<file path="src/rtl/spi_cmd_arbiter_pkg.sv">
// Shared widths and FSM encoding for the SPI command arbiter.
// Latency: none (package only).
// Backpressure: not applicable.
package spi_arb_pkg;

  localparam int ADDR_W = 7;
  localparam int DATA_W = 8;
  localparam int CNT_W  = 16;

  typedef enum logic [1:0] {
    IDLE = 2'd0,
    WAIT = 2'd1,
    DONE = 2'd2
  } state_t;

endpackage

</file>
<file path="src/rtl/spi_cmd_arbiter_rr_pick.sv">
// Round-robin winner select: first requester after last_grant, wrapping.
// Latency: purely combinational.
// Backpressure: none; the caller decides when to accept the pick.
module rr_pick #(
  parameter int NUM_REQ = 3,
  parameter int IDX_W   = 2
) (
  input  logic [NUM_REQ-1:0] req,
  input  logic [IDX_W-1:0]   last_grant,
  output logic [NUM_REQ-1:0] grant,
  output logic [IDX_W-1:0]   idx
);

  int               cand;
  logic [IDX_W-1:0] cand_i;

  // Scan from the farthest candidate back to last_grant+1 so the nearest wins.
  always_comb begin
    grant  = '0;
    idx    = '0;
    cand   = 0;
    cand_i = '0;
    for (int k = NUM_REQ; k >= 1; k--) begin
      cand   = (int'(last_grant) + k) % NUM_REQ;
      cand_i = IDX_W'(cand);
      if (req[cand_i]) begin
        grant         = '0;
        grant[cand_i] = 1'b1;
        idx           = cand_i;
      end
    end
  end

endmodule

</file>
<file path="src/rtl/spi_cmd_arbiter.sv">
// Round-robin arbiter sharing one SPI register engine between NUM_REQ requesters.
// Latency: command 1 cycle after request; usr_ack 1 cycle after engine ack or timeout.
// Backpressure: requests are level-held until usr_ack; one transaction in flight at a time.
module spi_cmd_arbiter
  import spi_arb_pkg::*;
#(
  parameter int NUM_REQ     = 3,
  parameter int TIMEOUT_CYC = 65535
) (
  input  logic                      clk,
  input  logic                      rst,
  input  logic [NUM_REQ-1:0]        usr_req,
  input  logic [NUM_REQ-1:0]        usr_wr,
  input  logic [NUM_REQ*ADDR_W-1:0] usr_addr,
  input  logic [NUM_REQ*DATA_W-1:0] usr_wdata,
  output logic [NUM_REQ-1:0]        usr_ack,
  output logic                      usr_err,
  output logic [DATA_W-1:0]         usr_rdata,
  output logic                      busy,
  output logic                      timeout_flag,
  output logic                      cmd_read,
  output logic                      cmd_write,
  input  logic                      cmd_read_ack,
  input  logic                      cmd_write_ack,
  output logic [ADDR_W-1:0]         read_addr,
  output logic [ADDR_W-1:0]         write_addr,
  output logic [DATA_W-1:0]         write_data,
  input  logic [DATA_W-1:0]         read_data
);

  localparam int IDX_W = $clog2(NUM_REQ);

  state_t             state;
  state_t             state_nxt;
  logic [NUM_REQ-1:0] pick_grant;
  logic [IDX_W-1:0]   pick_idx;
  logic [IDX_W-1:0]   last_grant;
  logic [IDX_W-1:0]   win_idx;
  logic [NUM_REQ-1:0] win_oh;
  logic               win_wr;
  logic [CNT_W-1:0]   wait_cnt;
  logic               any_req;
  logic               ack_hit;
  logic               to_hit;

  rr_pick #(
    .NUM_REQ (NUM_REQ),
    .IDX_W   (IDX_W)
  ) u_pick (
    .req        (usr_req),
    .last_grant (last_grant),
    .grant      (pick_grant),
    .idx        (pick_idx)
  );

  assign any_req = |usr_req;
  // Only the ack matching the issued command counts; the other one is noise.
  assign ack_hit = win_wr ? cmd_write_ack : cmd_read_ack;
  assign to_hit  = (TIMEOUT_CYC != 0) && (wait_cnt >= CNT_W'(TIMEOUT_CYC));
  // State is registered, so busy is glitch-free and spans grant through the ack cycle.
  assign busy    = (state != IDLE);

  // Next-state selection; an engine ack takes priority over a same-cycle timeout.
  always_comb begin
    state_nxt = state;
    case (state)
      IDLE:    if (any_req) state_nxt = WAIT;
      WAIT:    if (ack_hit || to_hit) state_nxt = DONE;
      DONE:    state_nxt = IDLE;
      default: state_nxt = IDLE;
    endcase
  end

  // State register.
  always_ff @(posedge clk) begin
    if (rst) state <= IDLE;
    else     state <= state_nxt;
  end

  // Grant latching, command drive, watchdog and completion reporting.
  always_ff @(posedge clk) begin
    if (rst) begin
      last_grant   <= IDX_W'(NUM_REQ - 1);
      win_idx      <= '0;
      win_oh       <= '0;
      win_wr       <= 1'b0;
      wait_cnt     <= '0;
      cmd_read     <= 1'b0;
      cmd_write    <= 1'b0;
      read_addr    <= '0;
      write_addr   <= '0;
      write_data   <= '0;
      usr_ack      <= '0;
      usr_err      <= 1'b0;
      usr_rdata    <= '0;
      timeout_flag <= 1'b0;
    end else begin
      usr_ack <= '0;
      case (state)
        IDLE: begin
          if (any_req) begin
            win_idx    <= pick_idx;
            win_oh     <= pick_grant;
            win_wr     <= usr_wr[pick_idx];
            read_addr  <= usr_addr[pick_idx*ADDR_W +: ADDR_W];
            write_addr <= usr_addr[pick_idx*ADDR_W +: ADDR_W];
            write_data <= usr_wdata[pick_idx*DATA_W +: DATA_W];
            cmd_write  <= usr_wr[pick_idx];
            cmd_read   <= ~usr_wr[pick_idx];
            wait_cnt   <= '0;
          end
        end
        WAIT: begin
          if (ack_hit) begin
            cmd_read  <= 1'b0;
            cmd_write <= 1'b0;
            usr_err   <= 1'b0;
            usr_ack   <= win_oh;
            if (!win_wr) usr_rdata <= read_data;
          end else if (to_hit) begin
            cmd_read     <= 1'b0;
            cmd_write    <= 1'b0;
            usr_err      <= 1'b1;
            usr_rdata    <= '0;
            timeout_flag <= 1'b1;
            usr_ack      <= win_oh;
          end else if (wait_cnt != {CNT_W{1'b1}}) begin
            wait_cnt <= wait_cnt + 1'b1;
          end
        end
        DONE: begin
          last_grant <= win_idx;
        end
        default: ;
      endcase
    end
  end

endmodule
</file>
<file path="config.mk">
export PLATFORM = sky130hd
export DESIGN_NAME = spi_cmd_arbiter
export DESIGN_NICKNAME = d
export VERILOG_FILES = /design/src/rtl/spi_cmd_arbiter_pkg.sv /design/src/rtl/spi_cmd_arbiter_rr_pick.sv /design/src/rtl/spi_cmd_arbiter.sv
export SDC_FILE = /design/constraint.sdc
export NUM_CORES = 1
export LEC_CHECK = 0
export BUFFER_PORTS_ARGS = -buffer_cell sky130_fd_sc_hd__buf_2
export CAP_MARGIN = 30
export CORE_MARGIN = 1
export CORE_UTILIZATION = 35
export DETAILED_ROUTE_END_ITERATION = 10
export SYNTH_ARGS = -nofsm -noshare
export SYNTH_HDL_FRONTEND = slang
export SYNTH_SLANG_ARGS = --single-unit
export TNS_END_PERCENT = 10
</file>
<file path="constraint.sdc">
create_clock -name clk -period 2.7 [get_ports clk]
set_clock_uncertainty 0.15 [all_clocks]
set_input_delay 0.405 -clock clk [delete_from_list [all_inputs] [get_ports clk]]
set_output_delay 0.405 -clock clk [all_outputs]
set_load 0.05 [all_outputs]
</file>
== Word level (Yosys, flattened, before mapping) ==
Index checks and enable logic that the tools add are counted.

* Register bits after elaboration: 56
* Input port bits: 63
* Word-level logic and storage cells: 104

* Add/sub/neg operators: 4
* Multiply operators: 1
* Divide/modulo/power cells: 3
* $lt $le $gt $ge: 8
* Eq/ne operators: 10
* Shift operators: 2
* Muxes and demuxes: 42
* Bitwise gates (word level): 3
* Reduce and logical (&&, ||, !) cells: 17

{| class="wikitable"
|+ Operators by type and width
! kind !! number
|-
| modulo 32 x 3 -> 32 bit, second input constant || 3
|-
| two-way mux 16 bit || 4
|-
| case mux 16 bit (2 select lines) || 1
|-
| two-way mux 8 bit || 3
|-
| variable part select 24 x 6 -> 8 bit || 1
|-
| variable part select 21 x 6 -> 7 bit || 1
|-
| adder 16 x 1 -> 16 bit, second input constant || 1
|-
| >= comparator 16 bit, second input constant || 1
|-
| != test 16 bit, second input constant || 1
|-
| two-way mux 3 bit || 5
|-
| two-way mux 1 bit || 14
|-
| < comparator 2 x 3 -> 1 bit, second input constant || 4
|-
| != test 2 bit, second input constant || 6
|-
| two-way mux 2 bit || 5
|-
| AND reduction 3 bit || 3
|-
| binary-select mux 1 bit (select 2 bit) || 4
|-
| adder 2 x 2 -> 3 bit, second input constant || 2
|-
| demux 1 bit (select 2 bit) || 3
|-
| >= comparator 2 x 1 -> 1 bit, second input constant || 3
|-
| AND reduction 2 bit || 3
|-
| nonzero test 2 bit || 3
|-
| multiplier 2 x 3 -> 5 bit, second input constant || 1
|-
| AND reduction 5 bit || 1
|-
| case mux 1 bit (2 select lines) || 2
|-
| other kinds (11) || 15
|}

== Longest topological paths before layout ==
Gate-level depths: netlist of run 1.

* Word-level depth: 12
* Mapped depth: 9
* Gate-level depth less buffers: 7

== Cells and area by module ==
Synthesis of run 1 repeated with hierarchy kept, for this count alone.

* Cells, all modules: 369
* Area total of the unflattened synthesis: 2979.1 µm²

{| class="wikitable"
|+ Modules (own cells, without submodules)
! module !! instances !! cells an instance !! area an instance (µm²) !! sequential area each (µm²)
|-
| spi_cmd_arbiter || 1 || 325 || 2675.1 || 1121.1
|-
| rr_pick || 1 || 44 || 304.0 || 0.0
|}

== Least setup slack after synthesis of run 1 ==
No wires, ideal clock.

* Path kind: register -> register
* From: register last_grant[0]
* To: register write_data[0]
* Data arrival time: 1.987 ns
* Required time: 2.419 ns
* Slack: 0.432 ns
* Cell stages (with the launch flop): 10
* Buffers on the path: 2
* Clock period less this slack: 2.268 ns
* Cells stage by stage: dfxtp_1 -> inv_1 -> ha_1 -> buf_2 -> a21oi_1 -> a22oi_1 -> o2bb2ai_2 -> buf_6 -> mux2i_1 -> o22ai_1

* Longest elaborated chain between the ends: 8

{| class="wikitable"
|+ RTL lines
! item !! RTL line !! text
|-
| start, declared || spi_cmd_arbiter.sv:37 || <nowiki>logic [IDX_W-1:0] last_grant;</nowiki>
|-
| start signal, assigned || spi_cmd_arbiter.sv:83 || <nowiki>last_grant <= IDX_W'(NUM_REQ - 1);</nowiki>
|-
| start signal, assigned || spi_cmd_arbiter.sv:132 || <nowiki>last_grant <= win_idx;</nowiki>
|-
| adder 2 x 2 -> 3 bit || spi_cmd_arbiter_rr_pick.sv:24 || <nowiki>cand = (int'(last_grant) + k) % NUM_REQ;</nowiki>
|-
| modulo 32 x 3 -> 32 bit || spi_cmd_arbiter_rr_pick.sv:24 ||
|-
| binary-select mux 1 bit (select 2 bit) || spi_cmd_arbiter_rr_pick.sv:26 || <nowiki>if (req[cand_i]) begin</nowiki>
|-
| two-way mux 1 bit (not written as such) || spi_cmd_arbiter_rr_pick.sv:26 ||
|-
| two-way mux 2 bit (2 in a row) || spi_cmd_arbiter_rr_pick.sv:26 ||
|-
| two-way mux 2 bit * || spi_cmd_arbiter_rr_pick.sv:26 ||
|-
| variable part select 24 x 6 -> 8 bit * || spi_cmd_arbiter.sv:107 || <nowiki>write_data <= usr_wdata[pick_idx*DATA_W +: DATA_W];</nowiki>
|-
| end signal, assigned || spi_cmd_arbiter.sv:107 ||
|-
| end, declared || spi_cmd_arbiter.sv:27 || <nowiki>output logic [DATA_W-1:0] write_data,</nowiki>
|}

Every way passes the cells marked *; elsewhere a longest branch is shown, timed or not. The select of a mux whose other input is x is not followed.
A chain may end at the register's enable or synchronous reset.

== Worst setup path after layout of run 1 ==
* From: register last_grant[0]
* To: register cmd_read

* Longest elaborated chain between the ends: 12

{| class="wikitable"
|+ RTL lines
! item !! RTL line !! text
|-
| adder 2 x 2 -> 3 bit || spi_cmd_arbiter_rr_pick.sv:24 ||
|-
| modulo 32 x 3 -> 32 bit || spi_cmd_arbiter_rr_pick.sv:24 ||
|-
| binary-select mux 1 bit (select 2 bit) || spi_cmd_arbiter_rr_pick.sv:26 ||
|-
| two-way mux 1 bit (not written as such) || spi_cmd_arbiter_rr_pick.sv:26 ||
|-
| two-way mux 2 bit (2 in a row) || spi_cmd_arbiter_rr_pick.sv:26 ||
|-
| two-way mux 2 bit * || spi_cmd_arbiter_rr_pick.sv:26 ||
|-
| binary-select mux 1 bit (select 2 bit) * || spi_cmd_arbiter.sv:109 || <nowiki>cmd_read <= ~usr_wr[pick_idx];</nowiki>
|-
| two-way mux 1 bit (not written as such) * || spi_cmd_arbiter.sv:109 ||
|-
| inverter 1 bit * || spi_cmd_arbiter.sv:109 ||
|-
| two-way mux 1 bit * || spi_cmd_arbiter.sv:101 || <nowiki>if (any_req) begin</nowiki>
|-
| case mux 1 bit (2 select lines) * || spi_cmd_arbiter.sv:99 || <nowiki>case (state)</nowiki>
|-
| end signal, assigned || spi_cmd_arbiter.sv:109 ||
|-
| end, declared || spi_cmd_arbiter.sv:21 || <nowiki>output logic cmd_read,</nowiki>
|}

Marks and branches as above.

==> metrics.txt, run 1 <==
Synth top area share 40.1%; unrepaired setup endpoints after global routing no; Skew-Pair Late Insertion Delay 0.31 ns; Antenna diodes 0; clock slew at reported path FFs 0.09 ns; Final WS setup 0.365 ns; CP Capture Type flip-flop; Sum Neg Setup Slack 0 ns; Boundary Pins 101; Switch Pwr 0.705 mW; Tcrit/Tclk final 86.5%; via count 2558; Post-synth EDFFs 0; min-delay worst type primary input to flip-flop; PwrDens 593 mW/mm²; DR DRC count 0; Slew Limit Headroom 68.1%; Worst R2R Start last_grant[0]; share of layout cells above drive strength 1 30.6%; clock net sink count 55; Vias/cell 5.05; pre-CTS WS 0.182 ns; Fillers 744; asr flop ratio synth 0%; die area 0.00820 mm²; die width 90.6 µm; max-slew violation count 0; delay-heaviest family, CP compound AO/OA/AOI/OAI gates; Crit Path Max Fanout 16; Final ANT Viol Nets 0; CP startpoint kind flip-flop; Clock Power Share 26.2%; Reg power frac 44.8%; gr usage total 17.0%; worst vdd ir 0.263 mV; crit-path cells inv_1 -> ha_1 -> a21oi_1 -> a22oi_1 -> o2bb2ai_2 -> buf_12 -> mux2i_1 -> a31o_2; Comb power frac 29.1%; CTS buffer count 5; FF/Latch Area 0.00110 mm²; die height 90.6 µm; drt wl/cell 13.6 µm; final hold viol count 0; Avg Synthesized Cell Area 8.74 µm²; Net Sw Frac 34.7%; synth top area cells dfxtp_1 (40%), mux2i_1 (7.3%), nand2_1 (5.2%); initial DRC count 75; CP max stage delay 0.43 ns; Yosys reg bits 55; core area 0.00741 mm²; cell with the largest stage delay on the worst path ha_1; DRT Pass-1 Iters 4; dpl hpwl 5.11 mm; Root Driver clkbuf_8; Yosys warnings 0; Placed Cells 500; DP Area 0.00332 mm²; Syn Inst Count 314; hold path startpoint read_data[0]; fin cells 507; Setup crit start last_grant[0]; ys flop type dfxtp_1; vias in the first global route 2356; Starting Density 37.1%; critical path class flip-flop to flip-flop; first-pass GRT wire length 11.3 mm; Max-cap violations 0; WP buf/inv 2; largest net degree at the start of global routing 20; syn_nets 382; Worst-Margin Slew 0.477 ns; leakage 1.46 nW; H-tree depth 2; CTS tree done; Netlist cell types 51; Critical Path AT 2.44 ns; outcome completed; Final GP Congestion 0.857; Pint 1.33 mW; design area 0.00343 mm²; mapped cell area 0.00275 mm²; sequential area share after synthesis 40.1%; Multi-input gate area 0.00151 mm²; CTS resizes 0; Rows 31; port bufs 100; endpoints failing setup 0; Final min period 2.34 ns; antenna violations before repair 0; Fmax 0.428 GHz; critical path data required time 2.80 ns; Detailed Route WL 6.90 mm; Synth-to-Final Area Change 24.8%; Synth top cells by count dfxtp_1 (55), nand2_1 (38), nor2_1 (26); worst-case clock buffer depth 2; Yosys top cell by area dfxtp_1; # Post-CTS Setup Buffers 0; Hold Buf Count CTS 0; nets 476; most frequent cell after synthesis dfxtp_1; Congestion Overflow GR 0
flip-flops by register name (all words and copies together) (netlist names), 2 cells and up:
signal,count
wait_cnt,16
write_addr,7
win_idx,2
usr_ack,3
state,2
usr_rdata,8
write_data,8
last_grant,2
win_oh,2
layout make-up:
| class | count | share of cell area (%) |
|---|---|---|
| flip-flops and latches | 55 | 32.1 |
| inverters | 4 | 0.438 |
| clock buffers | 6 | 2.12 |
| well taps | 99 | 3.61 |
| clock inverters | 1 | 0.876 |
| multi-input cells | 234 | 44.1 |
| repair buffers | 108 | 16.7 |
cell usage in the layout (no fill, tap or decap), types with 3 or more instances in the layout:
cell,count
a31o_2,3
nand3_1,11
and4_1,4
xor2_1,5
nor3_1,6
a21oi_1,7
a22oi_1,11
and2_1,5
clkbuf_8,5
dfxtp_1,55
a2bb2oi_1,5
mux2i_1,20
xnor2_1,9
o22ai_1,5
nor2_1,26
o21ai_0,23
buf_4,7
buf_2,100
nor3b_1,3
o211ai_1,5
inv_1,4
a31oi_1,3
ha_1,5
nand2_1,37
nand2b_1,7
per-layer routing:
metal  vias up  share of wire [%]  GRT usage (%)
li1       1299                  -              -
met1      1149                 48           22.1
met2       106                 45           27.5
met3         4                7.2           4.63
met4         0               0.74           4.44
met5         -                  0              0
metrics by stage:
stage                     hold WS, ns  total power [mW]  util, %
after floorplan                 0.279              1.37        -
after global placement          0.292              1.52     44.8
after CTS                       0.138              2.05     46.2
after detailed placement        0.294              1.52     44.8
final                           0.144              2.03     46.3
after global routing            0.136              2.13     46.3
worst min-delay path: cells and delay by family:
kind / cells / cell delay (ns)
buf+inv: 1 / 0.07
compound gates: 1 / 0.05
simple gates: 1 / 0.04
final timing paths:
kind | endpoint | slack (ns) | depth (start not counted)
hold / removal | usr_rdata[0] | 0.14 | 3
setup reg to reg | cmd_read | 0.36 | 8
setup / recovery | cmd_read | 0.36 | 8
hold reg to reg | win_oh[2] | 0.30 | 2
cell families (layout without fill, tap and decap cells):
logic type,count (synthesis),in the layout,share of synthesized area [%]
flip-flops,55,55,40.1
AND/OR/NAND/NOR,119,119,21.9
multiplexers,22,22,8.25
adder cells (fa/ha/maj),5,5,2.28
XOR/XNOR,14,14,4.47
AO/OA/AOI/OAI,74,74,18.1
buffers and inverters,25,119,4.92
power by group through the flow:
stage / Clock, mW / Combinational, mW / Sequential (mW)
after floorplan: 0 / 0.291 / 1.07
after global placement: 0 / 0.590 / 0.928
after detailed placement: 0 / 0.594 / 0.927
after CTS: 0.548 / 0.595 / 0.911
after global routing: 0.579 / 0.631 / 0.919
final: 0.532 / 0.591 / 0.911
Power figures use the tool's default switching activity.
==> inputs of run 2 (changes only) <==
--- a/config.mk
+++ b/config.mk
@@ -10,6 +10,7 @@
 export CORE_MARGIN = 1
 export CORE_UTILIZATION = 35
 export DETAILED_ROUTE_END_ITERATION = 10
+export PLACE_DENSITY = 0.64
 export SYNTH_ARGS = -nofsm -noshare
 export SYNTH_HDL_FRONTEND = slang
 export SYNTH_SLANG_ARGS = --single-unit
==> metrics.txt, run 2 (synthesis gave the netlist of run 1 again) <==
outcome completed; final hold viol count 0 (unchanged); nets 477 (+0.21%); Crit Path Max Fanout 15 (-1); CTS buffer count 5 (unchanged); die area 0.00820 mm² (unchanged); pre-CTS WS 0.306 ns (+0.124 ns); # Post-CTS Setup Buffers 0 (unchanged); Net Sw Frac 33.4% (-1.3 points); fin cells 509 (+0.39%); Congestion Overflow GR 0 (unchanged); die height 90.6 µm (unchanged); share of layout cells above drive strength 1 30.7% (+0.094 points); Starting Density 37.1% (unchanged); Pint 1.43 mW (+7.3%); worst vdd ir 0.337 mV (+28%); most common cell after layout, fill and taps aside buf_2; Vias/cell 5.04 (about the same); max-slew violation count 0 (unchanged); Worst-Margin Slew 0.503 ns (+0.0263 ns); max FFs per register 16 (unchanged); Clock Power Share 29.9% (+3.7 points); H-tree depth 2 (unchanged); Root Driver clkbuf_8; DRT Pass-1 Iters 4 (unchanged); Multi-input gate area 0.00151 mm² (-0.17%); leakage 1.48 nW (+1.0%); Final ANT Viol Nets 0 (unchanged); CTS resizes 0 (unchanged); Synth-to-Final Area Change 25.7%; Reg power frac 42.6% (-2.2 points); Critical Path AT 2.43 ns (about the same); Boundary Pins 101 (unchanged); Fillers 741 (-0.40%); Sum Neg Setup Slack 0 ns (unchanged); via count 2567 (+0.35%); endpoints failing setup 0 (unchanged); vias in the first global route 2406 (+2.1%); unrepaired setup endpoints after global routing no; antenna violations before repair 0 (unchanged); DR DRC count 0 (unchanged); clock net sink count 55 (unchanged); largest net degree at the start of global routing 20 (unchanged); Hold WS 0.140 ns (-0.00424 ns); worst-case clock buffer depth 2 (unchanged); Final min period 2.40 ns (+0.0686 ns); Hold Buf Count CTS 0 (unchanged); drt wl/cell 13.6 µm (-0.31%); Comb power frac 27.5% (-1.6 points); critical path data required time 2.73 ns (-0.07 ns); Final GP Congestion 0.871 (+1.7%); Detailed Route WL 6.91 mm (about the same); CP startpoint kind flip-flop; Max-cap violations 0 (unchanged); Tcrit/Tclk final 89.0% (+2.5 points); Largest regs wait_cnt x16, usr_rdata x8, write_data x8; die width 90.6 µm (unchanged); port bufs 100 (unchanged); Fmax 0.416 GHz (-2.9%); fin util 46.6% (+0.30 points); CTS tree done; Final WS setup 0.296 ns (-0.0686 ns); PwrDens 620 mW/mm² (+4.5%); gr usage total 17.1% (+0.17 points); FF/Latch Area 0.00110 mm² (unchanged); Most flops, register wait_cnt; Placed Cells 501 (+0.20%); core area 0.00741 mm² (unchanged); Skew-Pair Late Insertion Delay 0.31 ns (about the same); initial DRC count 44 (-41%); Antenna diodes 0 (unchanged); Rows 31 (unchanged); Switch Pwr 0.714 mW (+1.2%); clock slew at reported path FFs 0.10 ns (about the same); most frequent cells in the layout buf_2 (100), dfxtp_1 (55), nand2_1 (38); first-pass GRT wire length 11.5 mm (+1.9%); min-delay worst type primary input to flip-flop; CP Capture Type flip-flop; dpl hpwl 5.23 mm (+2.3%); Slew Limit Headroom 66.1% (-2.0 points); critical path class flip-flop to flip-flop
-- run 2: cell types whose count changed in the layout (fill, tap and decap cells not counted), sizes merged --
| cell | before | now |
|---|---|---|
| buf | 108 | 109 |
| bufinv | 1 | 2 |
-- run 2: layout make-up --
class                      count  share of cell area, %
timing repair buffer         109                   16.5
tap                           99                   3.59
sequential                    55                   31.9
inverter                       4                  0.435
clock buffer                   6                   2.10
multi-input combinational    234                   43.7
clock inverter                 2                   1.74
-- run 2: power by group through the flow --
stage / Sequential, mW / Combinational [mW] / Clock, mW
2_1_floorplan: 1.07 / 0.291 / 0
3_3_place_gp: 0.929 / 0.586 / 0
3_5_place_dp: 0.928 / 0.593 / 0
4_1_cts: 0.911 / 0.594 / 0.655
5_1_grt: 0.918 / 0.634 / 0.692
6_report: 0.911 / 0.588 / 0.640
-- run 2: final timing paths --
path | from | to | slack (ns) | cells past startpoint
setup / recovery | last_grant[0] | write_data[4] | 0.30 | 8
hold / removal | read_data[1] | usr_rdata[1] | 0.14 | 3
setup reg to reg | last_grant[0] | write_data[4] | 0.30 | 8
hold reg to reg | usr_rdata[1] | usr_rdata[1] | 0.31 | 2
-- run 2: through the flow --
stage | total power [mW] | instance area [µm²]
2_1_floorplan | 1.37 | 2750
3_3_place_gp | 1.51 | 3320
3_5_place_dp | 1.52 | 3320
4_1_cts | 2.16 | 3450
5_1_grt | 2.24 | 3450
6_report | 2.14 | 3450
-- run 2: worst max-delay path: stages, from the launching register on --
cell	delay, ns
dfxtp_1	0.39
inv_1	0.08
ha_1	0.43
a21oi_1	0.21
a22oi_1	0.16
o2bb2ai_2	0.20
buf_4	0.30
mux2i_1	0.25
o22ai_1	0.10
-- run 2: routing by layer --
layer | wire, µm | part of all wire (%) | global-route usage (%)
met1 | 3250 | 47 | 22.1
met2 | 3160 | 46 | 28.2
met3 | 452 | 6.5 | 4.55
met4 | 52 | 0.75 | 4.44
met5 | 0 | 0 | 0
==> inputs of run 3 (changes only) <==
--- a/config.mk
+++ b/config.mk
@@ -7,9 +7,11 @@
 export LEC_CHECK = 0
 export BUFFER_PORTS_ARGS = -buffer_cell sky130_fd_sc_hd__buf_2
 export CAP_MARGIN = 30
+export CORE_ASPECT_RATIO = 1.25
 export CORE_MARGIN = 1
 export CORE_UTILIZATION = 35
 export DETAILED_ROUTE_END_ITERATION = 10
+export MAX_ROUTING_LAYER = met4
 export PLACE_DENSITY = 0.64
 export SYNTH_ARGS = -nofsm -noshare
 export SYNTH_HDL_FRONTEND = slang
==> metrics.txt, run 3 (synthesis gave the netlist of run 1 again) <==
pre-CTS WS 0.147 ns (-0.159 ns); port bufs 100 (unchanged); DR DRC count 0 (unchanged); delay-heaviest family, CP compound AO/OA/AOI/OAI gates; Synth-to-Final Area Change 24.3%; fin util 45.6% (-1.0 points); most common cell after layout, fill and taps aside buf_2; Max-cap violations 0 (unchanged); worst-case clock buffer depth 2 (unchanged); antenna violations before repair 0 (unchanged); Largest regs wait_cnt x16, usr_rdata x8, write_data x8; Worst R2R End cmd_read; Antenna diodes 0 (unchanged); share of layout cells above drive strength 1 31.0% (+0.24 points); outcome completed; cell with the largest stage delay on the worst path ha_1; core area 0.00749 mm² (+1.1%); leakage 1.46 nW (-1.3%); Boundary Pins 101 (unchanged); Hold WS 0.130 ns (-0.0106 ns); Slew Limit Headroom 65.1% (-1.0 points); via count 2580 (+0.51%); CP startpoint kind flip-flop; Rows 35 (+13%); min-delay worst type primary input to flip-flop; Starting Density 36.7% (-0.40 points); CP Capture Type flip-flop; Fillers 736 (-0.67%); Skew-Pair Late Insertion Delay 0.31 ns (about the same); Final ANT Viol Nets 0 (unchanged); Most flops, register wait_cnt; crit-path cells inv_1 -> ha_1 -> a21oi_1 -> a22oi_1 -> o2bb2ai_2 -> buf_12 -> mux2i_1 -> a31o_2; Hold Path Stages 3 (unchanged); unrepaired setup endpoints after global routing no; die width 81.2 µm (-10%); Root Driver clkbuf_8; hold path endpoint usr_rdata[7]; Worst-Margin Slew 0.523 ns (+0.0204 ns); gr usage total 18.3% (+1.1 points); Final min period 2.41 ns (+0.00768 ns); PwrDens 577 mW/mm² (-6.9%); endpoints failing setup 0 (unchanged); initial DRC count 68 (+55%); final hold viol count 0 (unchanged); H-tree depth 2 (unchanged); vias in the first global route 2502 (+4.0%); worst vdd ir 0.323 mV (-4.2%); most frequent cells in the layout buf_2 (100), dfxtp_1 (55), nand2_1 (37); clock net sink count 55 (unchanged); CTS tree done; CP max stage delay 0.43 ns (about the same); Hold Buf Count CTS 0 (unchanged); design area 0.00341 mm² (-1.1%); DP Area 0.00332 mm² (+0.11%); Critical Path AT 2.52 ns (+0.09 ns); Tcrit/Tclk final 89.3% (+0.28 points); die area 0.00820 mm² (about the same); largest net degree at the start of global routing 19 (-5.0%); first-pass GRT wire length 11.5 mm (-0.18%); Congestion Overflow GR 0 (unchanged); Sum Neg Setup Slack 0 ns (unchanged); Detailed Route WL 6.90 mm (-0.16%); WP buf/inv 2 (unchanged); nets 477 (unchanged); depth of the worst register-to-register path 8 (unchanged); critical path class flip-flop to flip-flop; Worst R2R Start last_grant[0]; Crit Path Max Fanout 16 (+1); dpl hpwl 5.23 mm (about the same); hold path startpoint read_data[7]; DRT Pass-1 Iters 4 (unchanged); Fmax 0.415 GHz (-0.32%); CTS buffer count 5 (unchanged); Vias/cell 5.14 (+1.9%); Final WS setup 0.288 ns (-0.00768 ns); die height 101 µm (+12%); max-slew violation count 0 (unchanged); clock slew at reported path FFs 0.10 ns (about the same); critical path data required time 2.81 ns (+0.08 ns); r2r setup slk 0.29 ns (about the same); drt wl/cell 13.7 µm (+1.2%); max FFs per register 16 (unchanged); Final GP Congestion 0.846 (-2.9%)
[run 3: layout make-up]
cell class / count / area, µm² / area share (%)
repair buffers: 109 / 581 / 17.0
flip-flops and latches: 55 / 1100 / 32.3
clock buffers: 6 / 72.6 / 2.13
inverters: 4 / 15.0 / 0.440
clock inverters: 2 / 16.3 / 0.477
multi-input cells: 234 / 1510 / 44.3
well taps: 92 / 115 / 3.37
[run 3: worst register-to-register path: stages, from the launching register on]
cell and delay (ns):
dfxtp_1 0.39, inv_1 0.08, ha_1 0.43, a21oi_1 0.23
a22oi_1 0.17, o2bb2ai_2 0.22, buf_12 0.19, mux2i_1 0.31
a31o_2 0.19
[run 3: per-stage QoR]
stage / cells / power [mW]
4_1_cts: 502 / 1.99
6_report: 502 / 1.97
2_1_floorplan: 314 / 1.37
5_1_grt: 502 / 2.07
3_5_place_dp: 494 / 1.53
3_3_place_gp: 494 / 1.52
[run 3: repair_timing]
action	4_1_cts	5_1_grt
hold endpoints to repair	0	0
endpoints found under the setup margin	0	10
setup buffers	0	0
gates resized for setup	0	1
[run 3: layer usage]
metal	global-route usage (%)	share of wire [%]
met5	-	0
met3	3.80	5.6
met4	4.95	1.3
met2	30.8	48
met1	21.8	45
[run 3: where the power goes]
| part | switching [mW] | internal [mW] | total [mW] | leakage (nW) |
|---|---|---|---|---|
| clock | 0.278 | 0.187 | 0.465 | 0.0418 |
| combinational | 0.408 | 0.187 | 0.595 | 0.968 |
| sequential | 0.0398 | 0.870 | 0.910 | 0.449 |
[run 3: worst max-delay path by stage]
| stage | from | to | cells past startpoint |
|---|---|---|---|
| floorplan | last_grant[0] | write_data[0] | 9 |
| global placement | last_grant[0] | win_wr | 7 |
| detailed placement | last_grant[0] | write_addr[4] | 7 |
| CTS | last_grant[0] | win_wr | 7 |
| global route | wait_cnt[0] | usr_rdata[4] | 6 |
| finish | last_grant[0] | cmd_read | 8 |
